### src/rtl/proc_barrier_xbar_if.sv
// Bundle of engine status, trigger configuration and barrier/interrupt outputs
// exchanged between the hash-build processors and proc_barrier_xbar.
interface proc_barrier_xbar_if #(
    parameter int NUM_PROC = 3,
    parameter int STATE_W  = 3,
    parameter int INDEX_W  = 7,
    parameter int CNT_W    = 4
);
    localparam int ACT_W = $clog2(NUM_PROC) + 1;

    logic [NUM_PROC*STATE_W-1:0] norm_state;
    logic [NUM_PROC*INDEX_W-1:0] norm_index;
    logic [NUM_PROC*STATE_W-1:0] clam_state;
    logic [NUM_PROC*INDEX_W-1:0] clam_index;
    logic [NUM_PROC-1:0]         norm_waiting;
    logic [NUM_PROC-1:0]         clam_waiting;
    logic [NUM_PROC-1:0]         cfg_norm_trig_en;
    logic [STATE_W-1:0]          cfg_norm_trig_state;
    logic [NUM_PROC*INDEX_W-1:0] cfg_norm_trig_index;
    logic [NUM_PROC-1:0]         cfg_clam_trig_en;
    logic [STATE_W-1:0]          cfg_clam_trig_state;
    logic [NUM_PROC*INDEX_W-1:0] cfg_clam_trig_index;
    logic [NUM_PROC-1:0]         cont;
    logic [NUM_PROC-1:0]         norm_interrupt;
    logic [NUM_PROC-1:0]         clam_interrupt;
    logic [NUM_PROC-1:0]         norm_transfered;
    logic [NUM_PROC-1:0]         clam_transfered;
    logic [ACT_W-1:0]            active_cnt;
    logic [CNT_W-1:0]            release_cnt;
    logic                        busy;

    modport master (
        output norm_state, norm_index, clam_state, clam_index,
               norm_waiting, clam_waiting,
               cfg_norm_trig_en, cfg_norm_trig_state, cfg_norm_trig_index,
               cfg_clam_trig_en, cfg_clam_trig_state, cfg_clam_trig_index,
        input  cont, norm_interrupt, clam_interrupt,
               norm_transfered, clam_transfered,
               active_cnt, release_cnt, busy
    );

    modport slave (
        input  norm_state, norm_index, clam_state, clam_index,
               norm_waiting, clam_waiting,
               cfg_norm_trig_en, cfg_norm_trig_state, cfg_norm_trig_index,
               cfg_clam_trig_en, cfg_clam_trig_state, cfg_clam_trig_index,
        output cont, norm_interrupt, clam_interrupt,
               norm_transfered, clam_transfered,
               active_cnt, release_cnt, busy
    );
endinterface

### src/rtl/proc_barrier_xbar.sv
// Staged barrier release (participating set grows by one per release) plus
// per-processor Norm/Clam hand-off interrupts and sticky transfer flags.
module proc_barrier_xbar #(
    parameter int NUM_PROC     = 3,
    parameter int STATE_W      = 3,
    parameter int INDEX_W      = 7,
    parameter int START_ACTIVE = 1,
    parameter int CNT_W        = 4
) (
    input logic               clk,
    input logic               rst,
    proc_barrier_xbar_if.slave bus
);
    localparam int ACT_W = $clog2(NUM_PROC) + 1;

    typedef enum logic [1:0] {IDLE, RELEASE, DRAIN} state_t;

    state_t              state_q, state_d;
    logic [NUM_PROC-1:0] cont_q, cont_d;
    logic [NUM_PROC-1:0] m_old_q, m_old_d;
    logic [NUM_PROC-1:0] mask;
    logic [ACT_W-1:0]    active_cnt_q, active_cnt_d;
    logic [CNT_W-1:0]    release_cnt_q, release_cnt_d;
    logic                busy_q, busy_d;
    logic [NUM_PROC-1:0] norm_int_q, norm_int_d, clam_int_q, clam_int_d;
    logic [NUM_PROC-1:0] norm_xfer_q, norm_xfer_d, clam_xfer_q, clam_xfer_d;

    always_comb begin
        mask = '0;
        for (int i = 0; i < NUM_PROC; i++)
            mask[i] = (ACT_W'(i) < active_cnt_q);
    end

    // Outputs are computed one cycle ahead so cont/busy leave straight from flops.
    always_comb begin
        state_d       = state_q;
        cont_d        = '0;
        busy_d        = busy_q;
        m_old_d       = m_old_q;
        active_cnt_d  = active_cnt_q;
        release_cnt_d = release_cnt_q;
        case (state_q)
            IDLE: begin
                if ((bus.norm_waiting & bus.clam_waiting & mask) == mask) begin
                    state_d = RELEASE;
                    cont_d  = mask;
                    busy_d  = 1'b1;
                    m_old_d = mask;
                end
            end
            RELEASE: begin
                state_d = DRAIN;
                if (active_cnt_q != ACT_W'(NUM_PROC))
                    active_cnt_d = active_cnt_q + 1'b1;
                if (release_cnt_q != '1)
                    release_cnt_d = release_cnt_q + 1'b1;
            end
            DRAIN: begin
                if (((bus.norm_waiting | bus.clam_waiting) & m_old_q) == '0) begin
                    state_d = IDLE;
                    busy_d  = 1'b0;
                end
            end
            default: begin
                state_d = IDLE;
                busy_d  = 1'b0;
            end
        endcase
    end

    // The last processor has no successor, so its interrupt and bit 0 of transfered stay low.
    always_comb begin
        norm_int_d  = '0;
        clam_int_d  = '0;
        norm_xfer_d = '0;
        clam_xfer_d = '0;
        for (int p = 0; p < NUM_PROC - 1; p++) begin
            norm_int_d[p] = (bus.cfg_norm_trig_en[p]
                             && bus.norm_state[p*STATE_W +: STATE_W] == bus.cfg_norm_trig_state
                             && bus.norm_index[p*INDEX_W +: INDEX_W] == bus.cfg_norm_trig_index[p*INDEX_W +: INDEX_W])
                            || (norm_int_q[p] && !bus.norm_waiting[p]);
            clam_int_d[p] = (bus.cfg_clam_trig_en[p]
                             && bus.clam_state[p*STATE_W +: STATE_W] == bus.cfg_clam_trig_state
                             && bus.clam_index[p*INDEX_W +: INDEX_W] == bus.cfg_clam_trig_index[p*INDEX_W +: INDEX_W])
                            || (clam_int_q[p] && !bus.clam_waiting[p]);
            norm_xfer_d[p+1] = norm_xfer_q[p+1] | norm_int_q[p];
            clam_xfer_d[p+1] = clam_xfer_q[p+1] | clam_int_q[p];
        end
    end

    always_ff @(posedge clk) begin
        if (rst) begin
            state_q       <= IDLE;
            cont_q        <= '0;
            busy_q        <= 1'b0;
            m_old_q       <= '0;
            active_cnt_q  <= ACT_W'(START_ACTIVE);
            release_cnt_q <= '0;
            norm_int_q    <= '0;
            clam_int_q    <= '0;
            norm_xfer_q   <= '0;
            clam_xfer_q   <= '0;
        end else begin
            state_q       <= state_d;
            cont_q        <= cont_d;
            busy_q        <= busy_d;
            m_old_q       <= m_old_d;
            active_cnt_q  <= active_cnt_d;
            release_cnt_q <= release_cnt_d;
            norm_int_q    <= norm_int_d;
            clam_int_q    <= clam_int_d;
            norm_xfer_q   <= norm_xfer_d;
            clam_xfer_q   <= clam_xfer_d;
        end
    end

    assign bus.cont            = cont_q;
    assign bus.busy            = busy_q;
    assign bus.active_cnt      = active_cnt_q;
    assign bus.release_cnt     = release_cnt_q;
    assign bus.norm_interrupt  = norm_int_q;
    assign bus.clam_interrupt  = clam_int_q;
    assign bus.norm_transfered = norm_xfer_q;
    assign bus.clam_transfered = clam_xfer_q;
endmodule

### src/flat_wrapper.sv
// flat-port wrapper written by rule: the top's interface ports become plain ports
module proc_barrier_xbar_flat 
#(
    parameter int NUM_PROC     = 3,
    parameter int STATE_W      = 3,
    parameter int INDEX_W      = 7,
    parameter int START_ACTIVE = 1,
    parameter int CNT_W        = 4
)
  (clk, rst, bus_norm_state, bus_norm_index, bus_clam_state, bus_clam_index, bus_norm_waiting, bus_clam_waiting, bus_cfg_norm_trig_en, bus_cfg_norm_trig_state, bus_cfg_norm_trig_index, bus_cfg_clam_trig_en, bus_cfg_clam_trig_state, bus_cfg_clam_trig_index, bus_cont, bus_norm_interrupt, bus_clam_interrupt, bus_norm_transfered, bus_clam_transfered, bus_active_cnt, bus_release_cnt, bus_busy);
  proc_barrier_xbar_if #(.NUM_PROC(NUM_PROC), .STATE_W(STATE_W), .INDEX_W(INDEX_W), .CNT_W(CNT_W)) bus_i ();
  input logic clk;
  input logic rst;
  input wire logic [$bits(bus_i.norm_state)-1:0] bus_norm_state;
  input wire logic [$bits(bus_i.norm_index)-1:0] bus_norm_index;
  input wire logic [$bits(bus_i.clam_state)-1:0] bus_clam_state;
  input wire logic [$bits(bus_i.clam_index)-1:0] bus_clam_index;
  input wire logic [$bits(bus_i.norm_waiting)-1:0] bus_norm_waiting;
  input wire logic [$bits(bus_i.clam_waiting)-1:0] bus_clam_waiting;
  input wire logic [$bits(bus_i.cfg_norm_trig_en)-1:0] bus_cfg_norm_trig_en;
  input wire logic [$bits(bus_i.cfg_norm_trig_state)-1:0] bus_cfg_norm_trig_state;
  input wire logic [$bits(bus_i.cfg_norm_trig_index)-1:0] bus_cfg_norm_trig_index;
  input wire logic [$bits(bus_i.cfg_clam_trig_en)-1:0] bus_cfg_clam_trig_en;
  input wire logic [$bits(bus_i.cfg_clam_trig_state)-1:0] bus_cfg_clam_trig_state;
  input wire logic [$bits(bus_i.cfg_clam_trig_index)-1:0] bus_cfg_clam_trig_index;
  output wire logic [$bits(bus_i.cont)-1:0] bus_cont;
  output wire logic [$bits(bus_i.norm_interrupt)-1:0] bus_norm_interrupt;
  output wire logic [$bits(bus_i.clam_interrupt)-1:0] bus_clam_interrupt;
  output wire logic [$bits(bus_i.norm_transfered)-1:0] bus_norm_transfered;
  output wire logic [$bits(bus_i.clam_transfered)-1:0] bus_clam_transfered;
  output wire logic [$bits(bus_i.active_cnt)-1:0] bus_active_cnt;
  output wire logic [$bits(bus_i.release_cnt)-1:0] bus_release_cnt;
  output wire logic [$bits(bus_i.busy)-1:0] bus_busy;
  assign bus_i.norm_state = bus_norm_state;
  assign bus_i.norm_index = bus_norm_index;
  assign bus_i.clam_state = bus_clam_state;
  assign bus_i.clam_index = bus_clam_index;
  assign bus_i.norm_waiting = bus_norm_waiting;
  assign bus_i.clam_waiting = bus_clam_waiting;
  assign bus_i.cfg_norm_trig_en = bus_cfg_norm_trig_en;
  assign bus_i.cfg_norm_trig_state = bus_cfg_norm_trig_state;
  assign bus_i.cfg_norm_trig_index = bus_cfg_norm_trig_index;
  assign bus_i.cfg_clam_trig_en = bus_cfg_clam_trig_en;
  assign bus_i.cfg_clam_trig_state = bus_cfg_clam_trig_state;
  assign bus_i.cfg_clam_trig_index = bus_cfg_clam_trig_index;
  assign bus_cont = bus_i.cont;
  assign bus_norm_interrupt = bus_i.norm_interrupt;
  assign bus_clam_interrupt = bus_i.clam_interrupt;
  assign bus_norm_transfered = bus_i.norm_transfered;
  assign bus_clam_transfered = bus_i.clam_transfered;
  assign bus_active_cnt = bus_i.active_cnt;
  assign bus_release_cnt = bus_i.release_cnt;
  assign bus_busy = bus_i.busy;
  proc_barrier_xbar #(.NUM_PROC(NUM_PROC), .STATE_W(STATE_W), .INDEX_W(INDEX_W), .START_ACTIVE(START_ACTIVE), .CNT_W(CNT_W)) u_core (.clk(clk), .rst(rst), .bus(bus_i));
endmodule
### config.mk
export PLATFORM = sky130hd
export DESIGN_NAME = proc_barrier_xbar_flat
export DESIGN_NICKNAME = d
export VERILOG_FILES = /design/src/rtl/proc_barrier_xbar_if.sv /design/src/rtl/proc_barrier_xbar.sv /design/src/flat_wrapper.sv
export SDC_FILE = /design/constraint.sdc
export NUM_CORES = 1
export LEC_CHECK = 0
export ABC_AREA = 0
export CORE_ASPECT_RATIO = 1.75
export CORE_MARGIN = 1
export CORE_UTILIZATION = 27
export DETAILED_ROUTE_END_ITERATION = 8
export PLACE_DENSITY_LB_ADDON = 0.25
export REMOVE_ABC_BUFFERS = 1
export SLEW_MARGIN = 20
export SYNTH_ARGS = -nofsm -noshare
export SYNTH_HDL_FRONTEND = slang
export SYNTH_SLANG_ARGS = --single-unit
export TNS_END_PERCENT = 5
### constraint.sdc
create_clock -name clk -period 1.3 [get_ports clk]
set_input_delay 0.26 -clock clk [delete_from_list [all_inputs] [get_ports clk]]
set_output_delay 0.26 -clock clk [all_outputs]
set_load 0.1 [all_outputs]
== After elaboration in Yosys (flattened, before gate mapping) ==
Cells that the tools add are included.
W data, S select, Z words.
Storage, ports and cells
  bits in registers: 28
  logic and storage cells: 79
  output and inout bits: 23
Cells by class
  add/subtract/negate cells: 2
  eq/ne operators: 15
  reductions and logical operators: 28
  bitwise gates (word level): 11
  $lt $le $gt $ge: 3
  muxes and demuxes: 6
Operator list (count)
  $eq A7 B7 Y1: 4
  $eq A3 B3 Y1: 5
  $logic_and A1 B1 Y1: 12
  $and A3 B3 Y3: 3
  $reduce_and A2 Y1: 4
  $lt A1 B3 Y1 const A: 2
  $pmux W2 S3: 1
  $add A4 B1 Y4 const B: 1
  $logic_not A1 Y1: 4
  $logic_or A1 B1 Y1: 4
  $mux W2: 2
  $ne A2 B1 Y1 const B: 2
  $ne A4 B4 Y1 const B: 1
  $or A1 B1 Y1: 4
  $add A3 B1 Y3 const B: 1
  $logic_not A3 Y1: 1
  $lt A2 B3 Y1 const A: 1
  $ne A3 B2 Y1 const B: 1
  $not A1 Y1: 3
  $or A3 B3 Y3: 1
  $pmux W1 S3: 1
  $reduce_and A3 Y1: 1
  $reduce_or A3 Y1: 1
  $eq A2 B1 Y1 const B: 1
  3 further kinds: 4

== Longest topological paths before layout ==
Gate-level depths: netlist of the first run.
  depth after elaboration: 5
  depth in mapped cells: 6
  gate-level depth less buffers: 5

== Worst setup path before layout of the first run ==
OpenSTA, ideal clock, no wires.
  kind: reg2reg
  from: register u_core.active_cnt_q[2], in the netlist u_core.bus.active_cnt[2]
  to: register u_core.active_cnt_q[0], in the netlist u_core.bus.active_cnt[0]
  cell stages (with the launch flop): 7
  library setup time: 0.119 ns
  path buffers: 1
  path slack: -0.744 ns
  arrival: 1.926 ns
  period minus slack after synthesis: 2.044 ns
  required time: 1.181 ns
  path through: dfxtp_1 > buf_2 > inv_1 > ha_1 > nor2_1 > xnor2_1 > nand2b_1
On the way
  cells in the longest elaborated chain, start to end: 2
RTL lines
  start, declared: line proc_barrier_xbar.sv:22  | logic [ACT_W-1:0] active_cnt_q, active_cnt_d;
  start signal, assigned: line proc_barrier_xbar.sv:97  | active_cnt_q <= ACT_W'(START_ACTIVE);
  start signal, assigned: line proc_barrier_xbar.sv:108  | active_cnt_q <= active_cnt_d;
  $ne A3 B2 Y1: line proc_barrier_xbar.sv:53  | if (active_cnt_q != ACT_W'(NUM_PROC))
  $reduce_and A2 Y1 (no line)
Every way passes these cells.
A chain may end at the register's enable or synchronous reset.

== Final worst setup path of the first run ==
  from: register u_core.active_cnt_q[0], in the netlist u_core.bus.active_cnt[0]
  to: register u_core.m_old_q[1]
On the way
  cells in the longest elaborated chain, start to end: 4
  elaborated cells between the ends (all ways): 6
  those cells by class: order compare: 3; eq/ne: 1; bitwise: 1; reduce/logical: 1
RTL lines
  $lt A1 B3 Y1 / $lt A2 B3 Y1 (equally long branches): line proc_barrier_xbar.sv:31  | mask[i] = (ACT_W'(i) < active_cnt_q);
  $and A3 B3 Y3: line proc_barrier_xbar.sv:44  | if ((bus.norm_waiting & bus.clam_waiting & mask) == mask) begin
  $eq A3 B3 Y1: line proc_barrier_xbar.sv:44
  $reduce_and A2 Y1 (no line)
  end signal, assigned: line proc_barrier_xbar.sv:107  | m_old_q <= m_old_d;
  end, declared: line proc_barrier_xbar.sv:20  | logic [NUM_PROC-1:0] m_old_q, m_old_d;
Parallel ways exist; a longest one is shown, timed or not.

==> run metrics, run 1 <==
Initial Util 27.9%; Total Routing Usage GR 14.9%; Die Span X 57.5 µm; status complete, but fails checks; Die Span Y 99.1 µm; Synth top area share 33.0%; FF-to-FF path depth 5; final hold slack 0.507 ns; Ys Warns 0; critical path startpoint category flop; vias 1624; Fill cells 470; Period minus WS final 1.28 ns; H-tree levels 1; Synth area leaders dfxtp_1 (33%), xnor2_1 (14%), xor2_1 (12%), nor2_1 (5.7%), o21ai_0 (2.8%); Post-Synthesis Cells 166; Switch Pwr 979 µW; Clock Path Buffers 2; first-pass detailed-route iteration total 8; Pwr Density 947 nW/µm²; Lkg Pwr 1.14 nW; Mapped Avg Cell Area 8.76 µm²; register area share after synthesis between 30% and 40%; reg2reg start u_core.bus.active_cnt[0]; worst path required time 1.50 ns; proportion of layout cells with a drive suffix above 1 21.0%; FF-to-FF End u_core.m_old_q[1]; IO Count 145; post-synth cell types 34; #FFs+latches synth 24; DRT iter0 DRCs 39; switching share of total power 34.2%; area leader, netlist dfxtp_1; initial antenna violation count 0; drt total wl ~4100 µm; hold path depth 2; Cell Rows 35; grt ovf 0; # nets final roughly 420; clk sinks 24; largest net degree at the start of global routing 16; max-cap violation count 0; Cells after DPL 341; internal reg-to-reg setup slack around 0.016 ns; post-route ant nets 0; arrival time at the worst endpoint 1.48 ns; Clk network pwr share 23.0%; Clock Root Buffer clkbuf_8; Worst Path Max Fanout 5; RSZ-0062 raised after global routing true; P_int about 1.9 mW; first-pass GRT wire length 6640 µm; endpoints failing setup 0; clk_lat worst skew around 0.27 ns; Combinational Power Share 47.3%; final clock skew 0.00972 ns; final hold vios 0; worst setup path class reg2reg; IO Port Bufs between 100 and 150; Synth Cell Area 1450 µm²; routability cong. 0.841; vias in the first global route 1629; CORE AREA 5210 µm²; clock-pin transition on the worst setup and hold timing paths 0.09 ns; failing checks design-rule violations; drt wl/cell 11.9 µm; Hold Path Class reg2reg; Residual DRC 5; hold_sp u_core.m_old_q[2]; Hold EP u_core.m_old_q[2]; Setup crit end kind flop; fmax 779 MHz; Area growth syn-to-layout 108%; Slew Viols, Final 0; final worst path period share 98.8%; die area ~5700 µm²; Final Non-Filler Cells between 300 and 400; vias per cell 4.71; CTS Buf Count 3; CTS tree built; worst IR drop on VDD 0.000443 V; Detailed Place HPWL 3540 µm; ANT cells 0; Seq pwr share 29.7%
-- registers in the layout, summed over array words and instances (netlist names) --
name	cells
u_core.bus.norm_interrupt	2
u_core.bus.active_cnt	3
u_core.bus.clam_interrupt	2
u_core.state_q	2
u_core.bus.clam_transfered	2
u_core.bus.release_cnt	4
u_core.bus.busy	1
u_core.bus.cont	3
u_core.m_old_q	3
u_core.bus.norm_transfered	2
-- layer usage --
layer	part of all wire, %	global-route usage [%]
met5	0	0
met4	1.8	7.13
met3	5.8	2.49
met2	57	28.3
met1	35	14.9
-- cell usage after synthesis --
cell       count
a211oi_1       3
a21boi_4       1
a21oi_1        7
a2bb2oi_2      1
a311oi_1       1
a31o_2         1
a31oi_1        1
and4b_1        1
buf_1          1
buf_2          1
buf_4          4
clkbuf_1       2
conb_1         1
dfxtp_1       24
ha_1           3
inv_1          1
mux2i_1        1
nand2_1        5
nand2_2        1
nand2b_1       4
nand3_1        5
nand4_1        5
nor2_1        22
nor2_2         1
nor2b_1        1
nor3_1         6
nor3_2         1
nor3b_1        4
nor4_1         4
o21ai_0        8
o22ai_1        1
o32ai_4        1
xnor2_1       23
xor2_1        20
-- placed cells by master (no fill, tap or decap), types with 3 or more instances in the layout --
cell / count
buf_12: 20
nor3b_1: 4
a21oi_1: 7
nand2b_1: 4
nor2_1: 21
nand4_1: 5
xor2_1: 20
conb_1: 4
nand3_1: 5
clkdlybuf4s50_1: 83
nand2_1: 5
clkbuf_8: 3
nor3_1: 6
xnor2_1: 23
dfxtp_1: 23
o21ai_0: 6
nor4_2: 4
buf_4: 18
-- power by group through the flow --
stage	logic (mW)	clock network [mW]	registers, mW
6_report	1.35	0.657	0.848
5_1_grt	1.44	0.703	0.857
4_1_cts	1.33	0.669	0.848
3_5_place_dp	1.31	0	0.864
3_3_place_gp	1.30	0	0.864
2_1_floorplan	0.394	0	1.15
-- cells by family after synthesis --
kind of cell,Yosys count,synth area share (%)
multiplexers,1,0.688
XOR/XNOR,43,25.9
flip-flops,24,33.0
other,1,0.258
adder cells (fa/ha/maj),3,2.58
buffers and inverters,9,3.44
AND/OR/NAND/NOR,60,21.1
AO/OA/AOI/OAI,25,13.0
-- stage by stage --
stage | utilization (%) | area (µm²) | TNS, ns | setup slack, ns | power (mW)
detailed placement | 55.4 | 2890 | -4.09 | -0.385 | 2.18
floorplan | - | 1420 | -8.12 | -0.713 | 1.54
global placement | 55.4 | 2890 | -3.60 | -0.333 | 2.17
finish | 57.9 | 3020 | 0 | 0.0162 | 2.86
CTS | 57.1 | 2980 | -0.0205 | -0.0205 | 2.85
global route | 57.9 | 3020 | -0.0713 | -0.0270 | 3.00
-- worst max path at each step --
| stage | start | to |
|---|---|---|
| global placement | bus_norm_waiting[0] | u_core.m_old_q[0] |
| floorplan | u_core.bus.active_cnt[2] | u_core.bus.active_cnt[2] |
| finish | u_core.bus.active_cnt[0] | u_core.m_old_q[1] |
| detailed placement | bus_norm_waiting[0] | u_core.m_old_q[0] |
| global route | u_core.bus.active_cnt[0] | u_core.bus.cont[0] |
| CTS | u_core.bus.active_cnt[2] | bus_active_cnt[2] |
-- worst max-delay path, cell delays in order, from the launching register on --
cell and delay [ns]:
dfxtp_1 0.35, buf_4 0.16, a2bb2oi_2 0.16, o32ai_4 0.19
a21oi_1 0.14, a211oi_2 0.21
-- cell type report --
type / count / area, µm² / share of cell area, %
repair buffers: 125 / 1410 / 46.6
clock inverters: 1 / 30.0 / 0.995
flip-flops and latches: 24 / 482 / 16.0
inverters: 1 / 3.75 / 0.124
well taps: 55 / 68.8 / 2.28
clock buffers: 3 / 41.3 / 1.37
multi-input cells: 136 / 986 / 32.7
-- timing repair --
item,in CTS,in global routing
pin swaps,0,5
setup endpoints to repair,13,12
setup buffers,0,0
gates resized for setup,6,11
hold buffers,0,0
(Power assumes the default switching activity.)
==> run 2, diff against run 1 <==
- ABC_CLOCK_PERIOD_IN_PS: unset -> 1300
==> results of run 2 <==
Same layout as run 1: the final DEF is identical, and so are final timing and power.
==> run 3, diff against run 2 <==
- TNS_END_PERCENT: 5 -> 20
==> run metrics, run 3 (synthesized netlist as in run 1, its figures left out) <==
endpoints failing setup 0; Final Non-Filler Cells 345; initial antenna violation count 0; max-cap violation count 0; final clock skew 0.00971 ns; hold_buf cts 0; Crit-path slowest cell dfxtp_1; Critical Path, Cell by Cell buf_4 -> a2bb2oi_2 -> o32ai_4 -> a21oi_1 -> a211oi_2; first-pass GRT wire length 6640 µm; Die Span Y about 99 µm; clk_lat worst skew around 0.27 ns; CTS Buf Count 3; Slew Viols, Final 0; most common cell after layout, fill and taps aside clkdlybuf4s50_1; FF-to-FF path depth 5; ANT cells 0; internal reg-to-reg setup slack 0.02 ns; proportion of layout cells with a drive suffix above 1 21.0%; fmax between 700 and 800 MHz; arrival time at the worst endpoint 1.48 ns; Pwr Density roughly 950 nW/µm²; grt ovf 0; Cell Rows 35; Setup crit end kind flop; Combinational Power Share 47.3%; vias in the first global route roughly 1.6k; CORE AREA 5210 µm²; Clk network pwr share 23.0%; die area 5690 µm²; Detailed Place HPWL approximately 3500 µm; drt wl/cell ~12 µm; Area growth syn-to-layout 108%; routability cong. between 0.8 and 0.9; post-route ant nets 0; Setup WS pre-CTS -0.385 ns; fin area between 3000 and 4000 µm²; Worst Path Max Fanout 5; clock-pin transition on the worst setup and hold timing paths 0.09 ns; vias 1622; Residual DRC 5; Post-CTS Setup Repair Bufs 0; Crit path largest cell delay 0.35 ns; reg2reg start u_core.bus.active_cnt[0]; Placed Area 2890 µm²; Period minus WS final 1.28 ns; IO Count 145; drt total wl 4120 µm; final core utilization 57.9%; commonest cells after routing, fill and taps aside clkdlybuf4s50_1 (83), xnor2_1 (23), dfxtp_1 (23); Initial Util 27.9%; Setup crit end u_core.m_old_q[1]; first-pass detailed-route iteration total 8; fin worst setup slack 0.0162 ns; Fill cells 470; final hold vios 0; largest net degree at the start of global routing 16; P_int around 1.9 mW; final hold slack 0.507 ns; final worst path period share 98.8%; Seq pwr share 29.7%; DRT iter0 DRCs 39; worst setup path class reg2reg; Hold Path Class reg2reg; worst IR drop on VDD about 0.00044 V; Lkg Pwr 1.14 nW; Fin Setup TNS 0 ns; clk sinks 24; Clock Path Buffers 2; Switch Pwr 980 µW; Largest register FFs 4; # nets final roughly 420; status complete, but fails checks; FF-to-FF End u_core.m_old_q[1]; critical path startpoint category flop; vias per cell about 4.7; Clock Root Buffer clkbuf_8; CTS tree built; Worst Setup SP u_core.bus.active_cnt[0]; switching share of total power 34.3%; Die Span X roughly 57 µm; H-tree levels 1; failing checks design-rule violations; Tot Pwr 2.86 mW; Cells after DPL 341; RSZ-0062 raised after global routing true; IO Port Bufs about 100; worst path required time approximately 1.5 ns; Total Routing Usage GR 14.9%
run 3: cell counts in the layout (fill, tap and decap cells not counted):
Identical to the previous run, type by type.
run 3: power groups by stage:
stage / Sequential, mW / Combinational, mW / Clock (mW)
floorplan: 1.15 / 0.394 / 0
global placement: 0.864 / 1.30 / 0
detailed placement: 0.864 / 1.31 / 0
CTS: 0.848 / 1.33 / 0.669
global route: 0.857 / 1.44 / 0.703
finish: 0.848 / 1.35 / 0.658
run 3: what timing repair did:
item | CTS | global route
setup endpoints to repair | 13 | 12
pin swaps | 0 | 5
resized for setup | 6 | 10
gates cloned | 0 | 0
run 3: worst max-delay path: cells and delay by family (launching register included):
kind | cells | cell delay [ns]
AO/OA/AOI/OAI | 4 | 0.70
flip-flops | 1 | 0.35
buffers and inverters | 1 | 0.16
run 3: layout make-up:
| type | instances | area, µm² | area share (%) |
|---|---|---|---|
| Clock inverter | 1 | 30.0 | 0.995 |
| Sequential cell | 24 | 482 | 16.0 |
| Tap cell | 55 | 68.8 | 2.28 |
| Clock buffer | 3 | 41.3 | 1.37 |
| Timing Repair Buffer | 125 | 1410 | 46.6 |
| Inverter | 1 | 3.75 | 0.124 |
| Multi-Input combinational cell | 136 | 986 | 32.7 |
run 3: per-layer routing:
metal / track usage, % / vias to the layer above / routed length [µm]
met5: 0 / - / 0
met3: 2.49 / 9 / 241
met2: 28.3 / 75 / 2370
met4: 7.13 / 0 / 75
li1: - / 811 / -
met1: 14.9 / 727 / 1440
run 3: worst min-delay path by stage:
stage / start / to / slack [ns] / cells past startpoint
3_5_place_dp: u_core.m_old_q[2] / u_core.m_old_q[2] / 0.48 / 2
4_1_cts: u_core.m_old_q[2] / u_core.m_old_q[2] / 0.50 / 2
6_report: u_core.m_old_q[2] / u_core.m_old_q[2] / 0.51 / 2
3_3_place_gp: u_core.m_old_q[2] / u_core.m_old_q[2] / 0.47 / 2
2_1_floorplan: rst / u_core.bus.active_cnt[1] / 0.33 / 1
5_1_grt: u_core.m_old_q[2] / u_core.m_old_q[2] / 0.52 / 2
